$ cat config.mk
export PLATFORM = sky130hd
export DESIGN_NAME = uart_fifo_ram128x8
export DESIGN_NICKNAME = d
export VERILOG_FILES = /design/src/rtl/uart_fifo_pkg.sv /design/src/rtl/uart_fifo_ram_array.sv /design/src/rtl/uart_fifo_ram128x8.sv
export SDC_FILE = /design/constraint.sdc
export NUM_CORES = 1
export LEC_CHECK = 0
export BUFFER_PORTS_ARGS = -buffer_cell sky130_fd_sc_hd__buf_2
export CORE_MARGIN = 2
export CORE_UTILIZATION = 57
export DETAILED_ROUTE_END_ITERATION = 10
export PLACE_DENSITY = 0.83
export SYNTH_ARGS = -nofsm -noshare
export SYNTH_HDL_FRONTEND = slang
export SYNTH_HIERARCHICAL = 1
export SYNTH_SLANG_ARGS = --single-unit
$ cat constraint.sdc
create_clock -name clock -period 3 [get_ports clock]
set_input_delay 0 -clock clock [delete_from_list [all_inputs] [get_ports clock]]
set_output_delay 0 -clock clock [all_outputs]
set_load 0.005 [all_outputs]
$ cat src/rtl/uart_fifo_pkg.sv
// Shared constants and types for the UART FIFO storage RAM.
package uart_fifo_pkg;

   localparam int unsigned DEPTH  = 128;
   localparam int unsigned ADDR_W = 7;
   localparam int unsigned DATA_W = 8;

   typedef logic [ADDR_W-1:0] addr_t;
   typedef logic [DATA_W-1:0] data_t;

endpackage : uart_fifo_pkg

$ cat src/rtl/uart_fifo_ram_array.sv
// Bare 128x8 storage: synchronous write port, combinational read port.
module uart_fifo_ram_array
   import uart_fifo_pkg::*;
(
   input  logic  clk,
   input  logic  wr_en,
   input  addr_t waddr,
   input  data_t wdata,
   input  addr_t raddr,
   output data_t rdata_c
);

   data_t mem [DEPTH];

   // No reset on the array: contents survive reset.
   always_ff @(posedge clk) begin
      if (wr_en) begin
         mem[waddr] <= wdata;
      end
   end

   assign rdata_c = mem[raddr];

endmodule : uart_fifo_ram_array

$ cat src/rtl/uart_fifo_ram128x8.sv
// UART FIFO 128x8 RAM: active-low write, registered read address, 1-cycle read.
// Define UART_FIFO_RAM128X8_OUTREG_EN to add an output register (2-cycle read).
module uart_fifo_ram128x8
   import uart_fifo_pkg::*;
(
   input  logic              clock,
   input  logic              reset,
   input  logic [DATA_W-1:0] Data,
   input  logic [ADDR_W-1:0] WAddress,
   input  logic [ADDR_W-1:0] RAddress,
   input  logic              WE,
   output logic [DATA_W-1:0] Q
);

   logic  wr_en_c;
   addr_t raddr_d, raddr_q;
   logic  rd_valid_d, rd_valid_q;
   data_t arr_rdata_c;
   data_t rdata_c;

   assign wr_en_c = ~WE;

   uart_fifo_ram_array u_array (
      .clk     (clock),
      .wr_en   (wr_en_c),
      .waddr   (WAddress),
      .wdata   (Data),
      .raddr   (raddr_q),
      .rdata_c (arr_rdata_c)
   );

   // Read data is forced to zero until the first edge after reset.
   always_comb begin
      raddr_d    = RAddress;
      rd_valid_d = 1'b1;
      rdata_c    = rd_valid_q ? arr_rdata_c : data_t'(0);
   end

   always_ff @(posedge clock or posedge reset) begin
      if (reset) begin
         raddr_q    <= addr_t'(0);
         rd_valid_q <= 1'b0;
      end else begin
         raddr_q    <= raddr_d;
         rd_valid_q <= rd_valid_d;
      end
   end

`ifdef UART_FIFO_RAM128X8_OUTREG_EN
   data_t q_d, q_q;

   always_comb begin
      q_d = rdata_c;
   end

   always_ff @(posedge clock or posedge reset) begin
      if (reset) begin
         q_q <= data_t'(0);
      end else begin
         q_q <= q_d;
      end
   end

   assign Q = q_q;
`else
   assign Q = rdata_c;
`endif

endmodule : uart_fifo_ram128x8

# ---- After elaboration in Yosys (flattened, before gate mapping)
# Memories as Yosys holds them, arrays and structs flattened.
# Cells that the tools add are included.
dict set report totals {
  register_bits 8
  latchBits 0
  ramBits 1024
  mem_bits_ro 0
  input_bits 25
  out_inout_bits 8
  wordCells 5
  mem_count 1
}
# name words width rd rd_clocked_by_memory_dff wr line_no
set mem_list {}
lappend mem_list {u_array.mem 128 8 1 0 1 uart_fifo_ram_array.sv:13} ;# data_t mem [DEPTH];
dict set report op_classes {
  n_addsub 0
  multipliers 0
  n_div 0
  magnitude_cmp 0
  eq_ne 0
  n_shift 0
  mux 2
  bitwise 0
  n_reduce_logical 0
}
# cell count
set ops {}
lappend ops {{8-bit two-way mux} 1}
lappend ops {{1-bit two-way mux} 1}

# ---- Longest topological paths before layout
# An unclocked memory read counts as a cell.
dict set report depth {
  depth_word 2
  mapped_depth 8
  ltp_nobuf 5
}

# ---- By module
# Netlist, hierarchy kept.
# mod n_inst cells_per_inst area_per_inst_um2 seq_area_each_um2
set modules_own_cells {}
lappend modules_own_cells {uart_fifo_ram_array 1 1627 39505.4 30749.5}
lappend modules_own_cells {uart_fifo_ram128x8 1 19 261.5 200.2}

# ---- Least setup slack after synthesis
# OpenSTA, ideal clock, no wires.
dict set report synth_timing {
  path_kind {register to output}
  startpoint {register raddr_q[0]}
  endpoint {output Q[0]}
  t_arrival_ns 2.849
  setup_slack_ns 0.151
  path_stages_with_launch 8
  path_cell_list {dfrtp_1 clkbuf_1 buf_1 mux4_2 mux4_2 mux4_2 mux2_2 and2_1}
}
dict set report synth_via {
  elab_chain_cells 2
}
# element line_no
set synth_rtl {}
lappend synth_rtl {{start, declared} uart_fifo_ram128x8.sv:16} ;# addr_t raddr_d, raddr_q;
lappend synth_rtl {{start signal, assigned} uart_fifo_ram128x8.sv:41} ;# raddr_q <= addr_t'(0);
lappend synth_rtl {{start signal, assigned} uart_fifo_ram128x8.sv:44} ;# raddr_q <= raddr_d;
lappend synth_rtl {{memory read 128 x 8 bit} -}
lappend synth_rtl {{named net arr_rdata_c[0]} uart_fifo_ram128x8.sv:18} ;# data_t arr_rdata_c;
lappend synth_rtl {{8-bit two-way mux} uart_fifo_ram128x8.sv:36} ;# rdata_c = rd_valid_q ? arr_rdata_c : data_t'(0);
lappend synth_rtl {{end, declared} uart_fifo_ram128x8.sv:12} ;# output logic [DATA_W-1:0] Q
# The timed path passes the listed nets, and every way through them passes these cells.

# ---- Worst setup path in the final report
dict set report layout_timing {
  startpoint {register raddr_q[0]}
  endpoint {output Q[7]}
}
# Same word-level chain as after synthesis.

==> run metrics <==
IO Pins 33; Die X 268 um; Setup WS pre-CTS -0.151 ns; post-route minimum period 3.97 ns; synth warn 6; GRT Total Usage 30.3%; nets@finish 1880; total grt overflow 0; TritonCTS clock tree done; Post-Route WL 105 mm; TritonRoute pass-1 iters 5; Gate Count Post-Synth 1646; Core Region 68800 um2; drt drc 0; CTS Buf Count 96; Inst Count DP 2656; Post-Syn Nets 1671; setup ws final -0.974 ns; sequential fraction of the synthesis area 77.8%; f_max 0.252 GHz; Die Footprint 71900 um2; Worst EP arrival 3.97 ns; Worst Max-Slew Pin Slew 1.29 ns; Hold WC Path Type input pin to flip-flop; P per Cell Area 655 nW/um2; largest family of logic cells by synthesized area multiplexers; vias per cell 7.00; synthesized area 39800 um2; Slew Limit Fails 0; Period Utilization, post-route 132%; Clk pin slew, worst setup/hold paths 0.06 ns; initial antenna violation count 11; Initial DRC Count 2955; leakage 14.3 nW; Final Setup Violations 8; num rows 96; H-tree depth 3; area occupied by multi-input gates 8410 um2; clock tree buffer depth 3; slew margin rel. 13.9%; Root Buffer clkbuf_16; DIE HEIGHT 268 um; Simple-Gate Fraction of Synth Area 1.88%; vias 20090; first-pass GRT wire length 151 mm; Hold Slack -0.00472 ns; Synth cell types 20; Max VDD drop 0.000676 V; Yosys reg bits 1032; crit start category flip-flop; hpwl dp 56.6 mm; outcome complete, but fails checks; largest net degree at the start of global routing 117; WL/cell 36.6 um; worst-path fanout max 16; vias in the first global route 20342; Final Total Pwr 29.9 mW; filler instances 3844; Port Buf Inserts 32; Compound-Gate Fraction of Synth Area 0%; post-route insts no fill 2868; post-route ant nets 0; Post-Synth XOR/XNOR Area 0%; Final Hold Viols 1; register area 31000 um2; RePlAce Congestion 0.846; crit path kind flip-flop to output port; initial core utilization 57.8%; RSZ-0062 raised after global routing true; crit end category output port; Post-Synth Adder-Cell Area 0%; setup TNS -7.33 ns; max_cap viols 0; failing checks negative hold slack, negative setup slack; Critical Path RT 3.00 ns; Synth Area per Inst 24.2 um2; area grow syn2layout 14.7%; layout cells sized above 1 34.2%; post-synthesis mux area share 19.3%; CTS Sinks 1032
[cell usage in the layout (no fill, tap or decap), types with 12 or more instances in the layout]
cell / count
clkinv_1: 17
nand2_1: 14
edfxtp_1: 1024
buf_4: 117
clkbuf_1: 28
clkinv_2: 16
clkbuf_16: 97
mux4_2: 336
buf_12: 34
dlygate4sd3_1: 18
nand3_1: 12
buf_2: 24
nor2_1: 122
[sequential cells by signal, indices dropped and copies added (netlist names)]
register	count
raddr_q	7
rd_valid_q	1
u_array/mem	1024
[layer usage]
metal	GRT usage, %	wire (um)	part of all wire [%]	vias to the layer above
met2	49.9	53000	51	1744
met3	6.66	11300	11	363
met5	0	69	0.066	-
li1	-	-	-	7469
met1	39.3	34900	33	10504
met4	13.7	5640	5.4	10
[final cells by class]
type | count | area share, %
diodes | 4 | 0.0219
clock buffers | 127 | 5.61
clock inverters | 49 | 1.25
inverters | 2 | 0.0165
multi-input cells | 523 | 18.4
flip-flops and latches | 1032 | 67.9
well taps | 931 | 2.55
repair buffers | 200 | 4.25
[path summary, 6_finish.rpt]
check,slack (ns),from,cells after the start,end
min,-0.005,Data[3],1,u_array/mem[84][3]
max,-0.97,raddr_q[0],8,Q[7]
min in group asynchronous,0.46,reset,4,raddr_q[2]
max in group asynchronous,2.19,reset,4,raddr_q[0]
[per-stage QoR]
stage	area [um2]	util, %
final	45600	66.3
after global routing	45600	66.3
after floorplan	39800	-
after detailed placement	42100	61.2
after global placement	42100	61.2
after CTS	45500	66.2
[where the power goes]
part	internal, mW	switching [mW]
Clock	6.90	5.36
Sequential	15.9	0.0485
Combinational	0.712	0.952
[Yosys cell counts]
| library cell | instances | area [um2] |
|---|---|---|
| nand4_1 | 3 | 18.8 |
| mux2_2 | 8 | 90.1 |
| clkbuf_1 | 44 | 165 |
| and2_1 | 8 | 50.1 |
| buf_6 | 1 | 11.3 |
| buf_2 | 15 | 75.1 |
| nor2b_1 | 7 | 43.8 |
| nand3_1 | 12 | 60.1 |
| buf_4 | 11 | 82.6 |
| inv_1 | 2 | 7.51 |
| nor3_1 | 9 | 45.0 |
| nand2_1 | 14 | 52.6 |
| or3_1 | 1 | 6.26 |
| edfxtp_1 | 1024 | 30700 |
| conb_1 | 1 | 3.75 |
| buf_1 | 18 | 67.6 |
| nand2b_1 | 2 | 12.5 |
| mux4_2 | 336 | 7570 |
| nor2_1 | 122 | 458 |
| dfrtp_1 | 8 | 200 |
[kinds of logic (layout without fill, tap and decap cells)]
| logic type | after synthesis | after routing |
|---|---|---|
| other cells | 1 | 5 |
| buf+inv | 91 | 378 |
| simple gates | 178 | 178 |
| mux | 344 | 344 |
| flops | 1032 | 1032 |
[worst max-delay path, cell delays in order (launching register included)]
cell and delay (ns):
dfrtp_4 0.52, buf_12 0.19, buf_12 0.21, mux4_2 0.61
mux4_2 0.57, mux4_2 0.50, mux2_2 0.32, and2_1 0.19
buf_2 0.15
[repair_timing]
action / CTS / global route
setup buffers: 6 / 8
endpoints found under the hold margin: 277 / 0
endpoints found under the setup margin: 8 / 8
hold buffers: 18 / 0
cloned: 0 / 0
resized for setup: 5 / 4
(Power assumes the default switching activity.)
